File: src/rtl/mdu_pkg.sv
// Shared constants for the HI/LO multiply unit: op encodings, FSM state
// encoding and the default multiplier latency.
package mdu_pkg;

  localparam logic [2:0] OP_NOP   = 3'd0;
  localparam logic [2:0] OP_MULT  = 3'd1;
  localparam logic [2:0] OP_MULTU = 3'd2;
  localparam logic [2:0] OP_MTHI  = 3'd3;
  localparam logic [2:0] OP_MTLO  = 3'd4;
  localparam logic [2:0] OP_MFHI  = 3'd5;
  localparam logic [2:0] OP_MFLO  = 3'd6;

  localparam logic [0:0] ST_IDLE = 1'b0;
  localparam logic [0:0] ST_WAIT = 1'b1;

  localparam int MUL_LAT_DEFAULT = 3;

endpackage

File: src/rtl/mdu_ufix.sv
// Turns the signed 64-bit product of two 32-bit operands into the unsigned
// product when the original op was MULTU.
module mdu_ufix (
  input  logic [31:0] a,
  input  logic [31:0] b,
  input  logic [63:0] z,
  input  logic        is_unsigned,
  output logic [63:0] res
);

  logic [63:0] w_corr_a;
  logic [63:0] w_corr_b;

  // An operand with bit 31 set was read as value - 2^32 by the signed MUL;
  // adding the other operand shifted by 32 undoes that, modulo 2^64.
  always_comb begin
    w_corr_a = 64'd0;
    w_corr_b = 64'd0;
    res      = z;
    if (a[31]) begin
      w_corr_a = {b, 32'd0};
    end else begin
      w_corr_a = 64'd0;
    end
    if (b[31]) begin
      w_corr_b = {a, 32'd0};
    end else begin
      w_corr_b = 64'd0;
    end
    if (is_unsigned) begin
      res = z + w_corr_a + w_corr_b;
    end else begin
      res = z;
    end
  end

endmodule

File: src/rtl/hilo_mdu.sv
// HI/LO register file with a two-state sequencer around an external,
// fixed-latency signed multiplier.
module hilo_mdu
  import mdu_pkg::*;
#(
  parameter int MUL_LAT = MUL_LAT_DEFAULT
) (
  input  logic        clk,
  input  logic        reset,
  input  logic [2:0]  op,
  input  logic [31:0] rs_val,
  input  logic [31:0] rt_val,
  output logic [31:0] mul_a,
  output logic [31:0] mul_b,
  input  logic [63:0] mul_z,
  output logic [31:0] rd_data,
  output logic        busy,
  output logic        stall,
  output logic        done,
  output logic [31:0] hi,
  output logic [31:0] lo
);

  logic [0:0]  r_state;
  logic [3:0]  r_cnt;
  logic [31:0] r_a;
  logic [31:0] r_b;
  logic        r_unsigned;
  logic        r_done;
  logic [31:0] r_hi;
  logic [31:0] r_lo;

  logic        w_is_mul;
  logic        w_is_mthi;
  logic        w_is_mtlo;
  logic        w_is_mfhi;
  logic        w_is_mflo;
  logic        w_is_valid;
  logic        w_busy;
  logic [63:0] w_prod;

  mdu_ufix u_ufix (
    .a           (r_a),
    .b           (r_b),
    .z           (mul_z),
    .is_unsigned (r_unsigned),
    .res         (w_prod)
  );

  // Decode; undefined encodings fall out as NOP.
  always_comb begin
    w_is_mul   = 1'b0;
    w_is_mthi  = 1'b0;
    w_is_mtlo  = 1'b0;
    w_is_mfhi  = 1'b0;
    w_is_mflo  = 1'b0;
    w_is_valid = 1'b1;
    case (op)
      OP_MULT, OP_MULTU: w_is_mul  = 1'b1;
      OP_MTHI:           w_is_mthi = 1'b1;
      OP_MTLO:           w_is_mtlo = 1'b1;
      OP_MFHI:           w_is_mfhi = 1'b1;
      OP_MFLO:           w_is_mflo = 1'b1;
      default:           w_is_valid = 1'b0;
    endcase
  end

  assign w_busy = (r_state == ST_WAIT);

  // Reads forward the product being written on the done cycle.
  always_comb begin
    rd_data = 32'd0;
    if (w_is_mfhi) begin
      rd_data = r_done ? w_prod[63:32] : r_hi;
    end else if (w_is_mflo) begin
      rd_data = r_done ? w_prod[31:0] : r_lo;
    end else begin
      rd_data = 32'd0;
    end
  end

  // Sequencer: the done cycle is spent in IDLE so the next op is not stalled.
  always_ff @(posedge clk or posedge reset) begin
    if (reset) begin
      r_state    <= ST_IDLE;
      r_cnt      <= 4'd0;
      r_a        <= 32'd0;
      r_b        <= 32'd0;
      r_unsigned <= 1'b0;
      r_done     <= 1'b0;
    end else begin
      r_done <= 1'b0;
      case (r_state)
        ST_IDLE: begin
          if (w_is_mul) begin
            r_a        <= rs_val;
            r_b        <= rt_val;
            r_unsigned <= (op == OP_MULTU);
            r_cnt      <= 4'(MUL_LAT);
            r_state    <= ST_WAIT;
          end
        end
        ST_WAIT: begin
          if (r_cnt <= 4'd1) begin
            r_cnt   <= 4'd0;
            r_done  <= 1'b1;
            r_state <= ST_IDLE;
          end else begin
            r_cnt <= r_cnt - 4'd1;
          end
        end
        default: r_state <= ST_IDLE;
      endcase
    end
  end

  // HI/LO write port; a move issued on the done cycle is younger and wins.
  always_ff @(posedge clk or posedge reset) begin
    if (reset) begin
      r_hi <= 32'd0;
      r_lo <= 32'd0;
    end else begin
      if (r_done) begin
        r_hi <= w_prod[63:32];
        r_lo <= w_prod[31:0];
      end
      if (!w_busy && w_is_mthi) begin
        r_hi <= rs_val;
      end
      if (!w_busy && w_is_mtlo) begin
        r_lo <= rs_val;
      end
    end
  end

  assign mul_a = r_a;
  assign mul_b = r_b;
  assign busy  = w_busy;
  assign stall = w_busy & w_is_valid & (op != OP_NOP);
  assign done  = r_done;
  assign hi    = r_hi;
  assign lo    = r_lo;

endmodule

File: config.mk
export PLATFORM = sky130hd
export DESIGN_NAME = hilo_mdu
export DESIGN_NICKNAME = d
export VERILOG_FILES = /design/src/rtl/mdu_pkg.sv /design/src/rtl/mdu_ufix.sv /design/src/rtl/hilo_mdu.sv
export SDC_FILE = /design/constraint.sdc
export NUM_CORES = 1
export LEC_CHECK = 0
export CAP_MARGIN = 20
export CORE_MARGIN = 5
export CORE_UTILIZATION = 42
export DETAILED_ROUTE_END_ITERATION = 6
export PLACE_DENSITY_LB_ADDON = 0.15
export SYNTH_ARGS = -nofsm -noshare
export SYNTH_HDL_FRONTEND = slang
export SYNTH_SLANG_ARGS = --single-unit
File: constraint.sdc
create_clock -name clk -period 4.46 [get_ports clk]
set_clock_uncertainty 0.05 [all_clocks]
set_input_delay 0.669 -clock clk [delete_from_list [all_inputs] [get_ports clk]]
set_output_delay 0.669 -clock clk [all_outputs]
set_load 0.01 [all_outputs]
==> impl_metrics.toml, run 1 <==
[yosys]
ys_top_cells_by_area = "dfrtp_1, mux2_2, fa_1, mux2i_1, a21oi_1"
yosys_warnings = 0
yosys.area_share.xor_xnor = 0.0246
synth_compound_area_frac = 0.166
synth_top_family_by_area = "compound AO/OA/AOI/OAI gates"
synth-seq-cells = 135
syn_inst = 916
synthAdderAreaFrac = 0.117
synthSimpleGateAreaFrac = 0.143
synth_area_um2 = 8890
avgSynthCellArea_um2 = 9.70
synth-edff-count = 0
post_synth_num_cell_types = 55
async_reset_ff_frac = 1.00
synth_top_cell_by_area = "dfrtp_1"
synth_top_flop_cell = "dfrtp_1"
yosysSeqAreaShare = 0.380
synth_top_area_share = 0.380
synthMuxAreaShare = 0.138
syn_nets = 1113

[final_layout]
final_cell_mix = "clkdlybuf4s50_1, buf_4, dfrtp_1, a21oi_1, nor2_1"
antenna_cells = 0
drive_gt1_frac = 0.298
final_common_cell = "clkdlybuf4s50_1"
final_nets = 1548
post-route-util = 0.695
fillerInstances = 1675
area_delta_synth_final_pct = 63.9

[run]
cap_violations = 0

[timing]
tightest_slew_ns = 1.08
slew_headroom = 0.282
maxSlewViolCount = 0
hold_slack_ns = 0.483
rsz0062_at_grt = "yes"
timing.final.ws_setup_ns = -0.575
setup-violations-final = 19
hold_viol_final = 0
timing.final.crit_share = 1.13
max_freq_ghz = 0.199
post-route-min-period_ns = 5.04
final.setup.tns_ns = -5.40

[run_status]
status = "finished, violations left"
violations = "negative setup slack"

[floorplan]
core_area_um2 = 21000
die_w_um = 155
ios = 296
dieArea_um2 = 24200
start_util = 0.424
rows = 53
die_h_um = 155

[worst_setup_path]
worstSetupPathType = "reg -> out"
startpoint = "mul_b[31]$_DFFE_PP0P_"
max_stage_delay_ns = 0.52
cp_slowest_cell = "fa_1"
r2r_start = "mul_b[31]$_DFFE_PP0P_"
required_ns = 3.74
cp-end-kind = "output port"
start_kind = "register"
crit_fanout = 6
crit_family = "compound AO/OA/AOI/OAI gates"
cp_cell_sequence = "buf_12, buf_6, and2_4, fa_1, ha_4, a211oi_4, nand2_4, o22ai_4, a21oi_4, a221oi_4, o21ai_2, a31o_1, o311a_1, a311oi_2, o22ai_1, buf_2"
crit_arrival_ns = 4.32
crit_buf_inv = 3

[placed_design]
io_buffers = 295
gp_routability_congestion = 0.851
dp_slack_ns = -1.14
post-dp-hpwl_mm = 23.3

[grt]
track_usage = 0.274
grt_pass1_vias = 9565
grt-ovfl-total = 0
grt_pass1_wl_mm = 52.5
grt_start_max_net_pins = 69
antenna_found_initial = 0

[power]
seq_power_share = 0.166
internal_power_w = 0.00828
p_switching_w = 0.00570
power_leakage_nw = 6.34
power.share.switching = 0.407
clockPowerShare = 0.115
p_comb_frac = 0.719
power_per_cell_area_nw_per_um2 = 959
irDropWorstVdd_mv = 0.409

[detailed_routing]
dr.pass1.iters = 5
drtIter0Drc = 480
vias_per_cell = 5.37
final_antenna_net_count = 0
via_count = 8794
avgRoutedWirePerCell_um = 20.0
drc = 0
finalWirelength_mm = 32.8

[clock_network]
cts_max_level = 4
cts_buffer_depth = 2
clkLatencyLatePin_ns = 0.43
root_buffer = "clkbuf_16"
clkSinkCount = 135
hold_buffers = 0
cts_buffers = 17
cts.clk_slew.worst_paths_ns = 0.06
cts_tree = "done"

[worst_hold_path]
min_from = "mul_a[26]$_DFFE_PP0P_"
hp-class = "reg -> reg"
cells in the mapped netlist, types with 5 or more instances:
cell,n
mux2i_1,48
o21bai_1,7
nand4_1,7
nand2_1,64
o22ai_1,29
dfrtp_1,135
ha_1,32
o21ai_0,54
xnor2_1,15
nand2b_1,8
nand3_1,12
clkbuf_1,48
nor3_1,9
nor2_1,76
xor2_1,10
fa_1,32
a21oi_1,92
a21o_1,17
buf_1,7
nor2b_1,5
inv_1,19
and2_1,62
mux2_2,66
what timing repair did:
action,CTS,global route
buffers inserted,24,13
hold endpoints to repair,0,0
gates resized for setup,187,59
cloned,2,0
setup endpoints to repair,27,29
pin swaps,56,54
layout make-up:
type	count	area [um^2]	area share
clock buffers	18	439	0.0301
clock inverters	14	221	0.0152
inverters	19	76.3	0.00524
multi-input cells	706	5840	0.401
flip-flops and latches	135	3380	0.232
well taps	275	344	0.0236
repair buffers	472	4270	0.293
metrics by stage:
stage                     instances  power, W  cell area [um^2]
after floorplan                 916   0.00659              8890
after global placement         1575    0.0106             13100
after detailed placement       1575    0.0107             13100
after CTS                      1632    0.0135             14300
after global routing           1639    0.0150             14600
final                          1639    0.0140             14600
routing by layer:
metal	wire length, um	track usage
met5	0	0
met4	509	0.0646
met3	2390	0.0740
met2	16700	0.474
met1	13300	0.342
sequential cells by signal, summed over array words and instances, names as in the netlist:
name,count
mul_a,32
done,1
mul_b,32
lo,32
r_cnt,4
hi,32
busy,1
r_unsigned,1
path summary, 6_finish.rpt:
kind / end / depth (start not counted) / slack, ns
setup / recovery: rd_data[30] / 16 / -0.58
hold / removal: mul_a[26]$_DFFE_PP0P_ / 1 / 0.48
setup reg to reg: hi[28]$_DFF_PP0_ / 21 / 0.12
hold reg to reg: mul_a[26]$_DFFE_PP0P_ / 1 / 0.48
max in group asynchronous: mul_a[17]$_DFFE_PP0P_ / 3 / 2.89
min in group asynchronous: lo[1]$_DFF_PP0_ / 2 / 0.66
worst reg2reg max path, delay by kind of cell (launching register included):
family | cells | cell delay (ns)
AO/OA/AOI/OAI | 7 | 1.18
buffers and inverters | 8 | 1.08
adder cells (fa/ha/maj) | 2 | 0.80
AND/OR/NAND/NOR | 3 | 0.47
flip-flops | 1 | 0.46
multiplexers | 1 | 0.22
cell families after synthesis:
group           Yosys count
fa+ha+maj                64
simple gates            260
buf+inv                  75
compound gates          243
mux                     114
xor+xnor                 25
flops                   135
power groups by stage:
stage,sequential (W),clock (W),combinational (W)
4_1_cts,0.00231,0.00164,0.00952
3_3_place_gp,0.00228,0,0.00832
6_report,0.00232,0.00161,0.0100
5_1_grt,0.00241,0.00169,0.0109
2_1_floorplan,0.00250,0,0.00409
3_5_place_dp,0.00230,0,0.00839
Note: power is estimated with default switching activity, not from simulation.
==> run 2, diff against run 1 <==
CORE_UTILIZATION = 45   (was 42)
clock period = 5.6 ns   (was 4.46 ns; I/O delays follow)
==> run 2 against run 1 <==
Compared with the run above: the flow now finishes without violations; hold slack lost 0.011 ns; design area shrank 10%; critical path depth did not move; first-iteration DRC count down 22%; register-to-register slack gained 1.4 ns; sequential cell count unchanged; total power shrank 34%; critical path type is now in -> out.
==> impl_metrics.toml, run 2 (same netlist as run 1, synthesis figures left out) <==
[floorplan]
rows = 51
start_util = 0.457
die_h_um = 151
die_w_um = 151
dieArea_um2 = 22700
core_area_um2 = 19500
ios = 296

[power]
internal_power_w = 0.00534
p_switching_w = 0.00389
clockPowerShare = 0.132
power_w = 0.00923
power_leakage_nw = 5.64
power.share.switching = 0.421
seq_power_share = 0.201
p_comb_frac = 0.667
irDropWorstVdd_mv = 0.294
power_per_cell_area_nw_per_um2 = 704

[clock_network]
cts_buffers = 17
root_buffer = "clkbuf_16"
hold_buffers = 0
cts_tree = "done"
clkLatencyLatePin_ns = 0.43
cts_max_level = 4
cts.clk_slew.worst_paths_ns = 0.06
cts_buffer_depth = 2
clkSinkCount = 135

[final_layout]
final_nets = 1428
antenna_cells = 0
final_common_cell = "clkdlybuf4s50_1"
drive_gt1_frac = 0.152
final_cell_mix = "clkdlybuf4s50_1, dfrtp_1, a21oi_1, nor2_1, mux2_2"
fin_area_um2 = 13100
area_delta_synth_final_pct = 47.5

[timing]
final.setup.tns_ns = 0
maxSlewViolCount = 0
setup-violations-final = 0
tightest_slew_ns = 1.07
slew_headroom = 0.288
max_freq_ghz = 0.182
timing.final.crit_share = 0.982
post-route-min-period_ns = 5.50
hold_viol_final = 0

[placed_design]
postPlaceCellArea_um2 = 12400
gp_routability_congestion = 0.888
post-dp-hpwl_mm = 21.6
io_buffers = 295

[worst_setup_path]
start_kind = "input port"
crit_arrival_ns = 4.61
worstSetupPathType = "in -> out"
cp-end-kind = "output port"
crit_fanout = 4
required_ns = 4.71
r2r_start = "mul_b[31]$_DFFE_PP0P_"
r2r_setup_slack_ns = 1.52
startpoint = "mul_z[37]"

[detailed_routing]
finalWirelength_mm = 30.5
drc = 0
avgRoutedWirePerCell_um = 20.3
drtIter0Drc = 373
vias_per_cell = 5.51
final_antenna_net_count = 0
dr.pass1.iters = 5
via_count = 8303

[grt]
grt_start_max_net_pins = 99
antenna_found_initial = 0
grt_pass1_wl_mm = 48.3
track_usage = 0.273
grt-ovfl-total = 0
grt_pass1_vias = 8887

[run_status]
status = "completed"

[run]
cap_violations = 0

[worst_hold_path]
hp-class = "reg -> reg"
min_from = "mul_a[15]$_DFFE_PP0P_"
[run 2: path summary, 6_finish.rpt]
kind | cells past startpoint | end
max in group asynchronous | 3 | mul_a[17]$_DFFE_PP0P_
worst min-delay path | 1 | mul_a[15]$_DFFE_PP0P_
worst max-delay path | 16 | rd_data[16]
worst min register to register | 1 | mul_a[15]$_DFFE_PP0P_
min in group asynchronous | 2 | lo[3]$_DFF_PP0_
worst max register to register | 17 | hi[31]$_DFF_PP0_
[run 2: stage by stage]
step | std cells | setup WS [ns] | hold slack (ns) | utilization
6_report | 1508 | 0.102 | 0.471 | 0.674
5_1_grt | 1508 | -0.0707 | 0.500 | 0.674
4_1_cts | 1506 | 0.000724 | 0.475 | 0.669
3_5_place_dp | 1472 | -0.376 | 0.462 | 0.636
3_3_place_gp | 1472 | -0.345 | 0.455 | 0.636
2_1_floorplan | 916 | 1.02 | 0.443 | -
[run 2: timing repair]
item	CTS	global route
setup endpoints to repair	17	18
setup buffers	3	2
resized for setup	24	24
pin swaps	7	5
[run 2: final cells by class]
class,count,area (um^2)
fillers,1612,6350
multi-input cells,706,5330
flip-flops and latches,135,3390
repair buffers,352,3370
clock buffers,19,443
well taps,265,332
clock inverters,12,178
inverters,19,76.3
[run 2: per-layer routing]
metal  global-route usage  wire [um]
met2                0.483      15500
met5                    0          0
met1                0.330      12400
met4               0.0737        548
met3               0.0698       2080
[run 2: power by group through the flow]
stage               clock [W]  sequential (W)  combinational, W
CTS                   0.00123         0.00187           0.00605
global placement            0         0.00186           0.00587
detailed placement          0         0.00187           0.00593
finish                0.00121         0.00186           0.00615
floorplan                   0         0.00199           0.00326
global route          0.00127         0.00193           0.00674
[run 2: worst max-delay path, cell delays in order]
cell and delay (ns):
clkdlybuf4s50_1 0.48, fa_1 0.50, ha_1 0.37, nand2_1 0.12, nor3b_2 0.24, o21ai_2 0.10, a21oi_2 0.27, buf_4 0.17
a31o_2 0.16, buf_4 0.10, xor2_1 0.18, mux2i_1 0.13, nor2_1 0.14, a21oi_2 0.06, o22ai_1 0.15, clkdlybuf4s50_1 0.59
==> run 3, diff against run 2 <==
CTS_CLUSTER_SIZE = 30   (was unset)
SKIP_LAST_GASP = 1   (was unset)
clock period = 7.1 ns   (was 5.6 ns; I/O delays follow)
==> run 3 against run 2 <==
Compared with the run above: via count down 2.5%; design area is 3.8% lower; cell count decreased by 3.2%; setup slack better by 0.50 ns; critical path depth is 2 higher; non-clock buffer count fell by 49; total power down 28%; sequential power down 17%; critical endpoint is now rd_data[31]; largest cell class unchanged; largest power group unchanged.
==> impl_metrics.toml, run 3 (same netlist as run 1, synthesis figures left out) <==
[run_status]
status = "completed"

[clock_network]
clkLatencyLatePin_ns = 0.43
cts_buffers = 17
cts_buffer_depth = 2
hold_buffers = 0
cts.clk_slew.worst_paths_ns = 0.06
cts_max_level = 4
cts_resized = 0
clkSinkCount = 135
post_cts_buffers = 0
root_buffer = "clkbuf_16"
cts_tree = "done"

[timing]
final.setup.tns_ns = 0
timing.final.crit_share = 0.915
hold_viol_final = 0
post-route-min-period_ns = 6.49
slew_headroom = 0.272
max_freq_ghz = 0.154
hold_slack_ns = 0.474
rsz0062_at_grt = "no"
setup-violations-final = 0
tightest_slew_ns = 1.09
maxSlewViolCount = 0

[detailed_routing]
drc = 0
avgRoutedWirePerCell_um = 20.1
via_count = 8097
final_antenna_net_count = 0
vias_per_cell = 5.55
finalWirelength_mm = 29.3
dr.pass1.iters = 7
drtIter0Drc = 523

[final_layout]
drive_gt1_frac = 0.101
multiInputGateArea_um2 = 5240
final_cells = 1460
antenna_cells = 0
final_nets = 1379
fillerInstances = 1625
seqCellArea_um2 = 3380
area_delta_synth_final_pct = 41.9
final_cell_mix = "clkdlybuf4s50_1, dfrtp_1, a21oi_1, nor2_1, mux2_2"
final_common_cell = "clkdlybuf4s50_1"

[worst_setup_path]
start_kind = "input port"
r2r_setup_slack_ns = 2.67
worstSetupPathType = "in -> out"
required_ns = 5.98
cp_cell_sequence = "clkdlybuf4s50_1, inv_1, fa_1, inv_1, ha_1, inv_1, fa_1, nand2b_1, a21oi_1, o21ai_0, a211oi_1, o311a_1, o31ai_2, mux2i_1, xor2_1, mux2i_1, o22ai_1, clkdlybuf4s50_1"
crit_family = "compound AO/OA/AOI/OAI gates"
r2r_cells = 12
max_stage_delay_ns = 0.59
cp_num_cells = 18
crit_buf_inv = 5
crit_arrival_ns = 5.38
crit_top_cell = "inv_1"
cp_slowest_cell = "clkdlybuf4s50_1"
crit_fanout = 3
cp-end-kind = "output port"

[floorplan]
core_area_um2 = 19500
dieArea_um2 = 22700
rows = 51
die_h_um = 151
die_w_um = 151
start_util = 0.457
ios = 296

[grt]
top_usage_layer = "met2"
grt_start_max_net_pins = 70
use_met2 = 0.447
use_met3 = 0.0771
grt_pass1_wl_mm = 46.1
grt-ovfl-total = 0
antenna_found_initial = 0
track_usage = 0.262
grt_pass1_vias = 8553
met1_usage = 0.321

[placed_design]
dp.cells = 1428
gp_routability_congestion = 0.883
post-dp-hpwl_mm = 21.3
io_buffers = 295

[worst_hold_path]
hold_depth = 1
hp-class = "reg -> reg"

[power]
power_per_cell_area_nw_per_um2 = 530
power_leakage_nw = 5.24
power_w = 0.00669
irDropWorstVdd_mv = 0.208

[run]
cap_violations = 0
run 3: stage by stage:
stage / setup slack, ns / area [um^2] / utilization
after global routing: 0.342 / 12600 / 0.648
after CTS: 0.578 / 12600 / 0.648
final: 0.606 / 12600 / 0.648
after floorplan: 2.07 / 8890 / -
after detailed placement: 0.615 / 12000 / 0.619
after global placement: 0.687 / 12000 / 0.619
run 3: layout make-up:
class / count / share of cell area
clock buffer: 20 / 0.0362
clock inverter: 12 / 0.00932
inverter: 19 / 0.00605
multi-input combinational: 706 / 0.415
sequential: 135 / 0.268
tap: 265 / 0.0263
timing repair buffer: 303 / 0.239
run 3: where the power goes:
part	internal, W	switching, W	total [W]	leakage, nW
Sequential	0.00116	0.000374	0.00154	1.59
Combinational	0.00213	0.00214	0.00427	3.38
Clock	0.000504	0.000376	0.000880	0.270
run 3: worst register-to-register path: stages, from the launching register on:
cell and delay (ns):
dfrtp_1 0.80, buf_4 0.34, and2_1 0.18, fa_1 0.43
ha_1 0.39, a21o_1 0.22, a221o_1 0.36, a221oi_2 0.41
o21ai_2 0.16, a31o_1 0.20, o311a_1 0.29, a311oi_2 0.34
o21ai_1 0.11
run 3: final timing paths:
check / startpoint / end
max in group asynchronous: reset / done$_DFF_PP0_
min in group asynchronous: reset / lo[3]$_DFF_PP0_
worst max-delay path: mul_z[32] / rd_data[31]
worst min-delay path: mul_a[15]$_DFFE_PP0P_ / mul_a[15]$_DFFE_PP0P_
worst min register to register: mul_a[15]$_DFFE_PP0P_ / mul_a[15]$_DFFE_PP0P_
worst max register to register: mul_b[31]$_DFFE_PP0P_ / hi[30]$_DFF_PP0_
run 3: layer usage:
| layer | part of all wire | wire length (um) |
|---|---|---|
| met5 | 0 | 0 |
| met4 | 0.019 | 567 |
| met2 | 0.49 | 14400 |
| met3 | 0.079 | 2320 |
| met1 | 0.41 | 12000 |
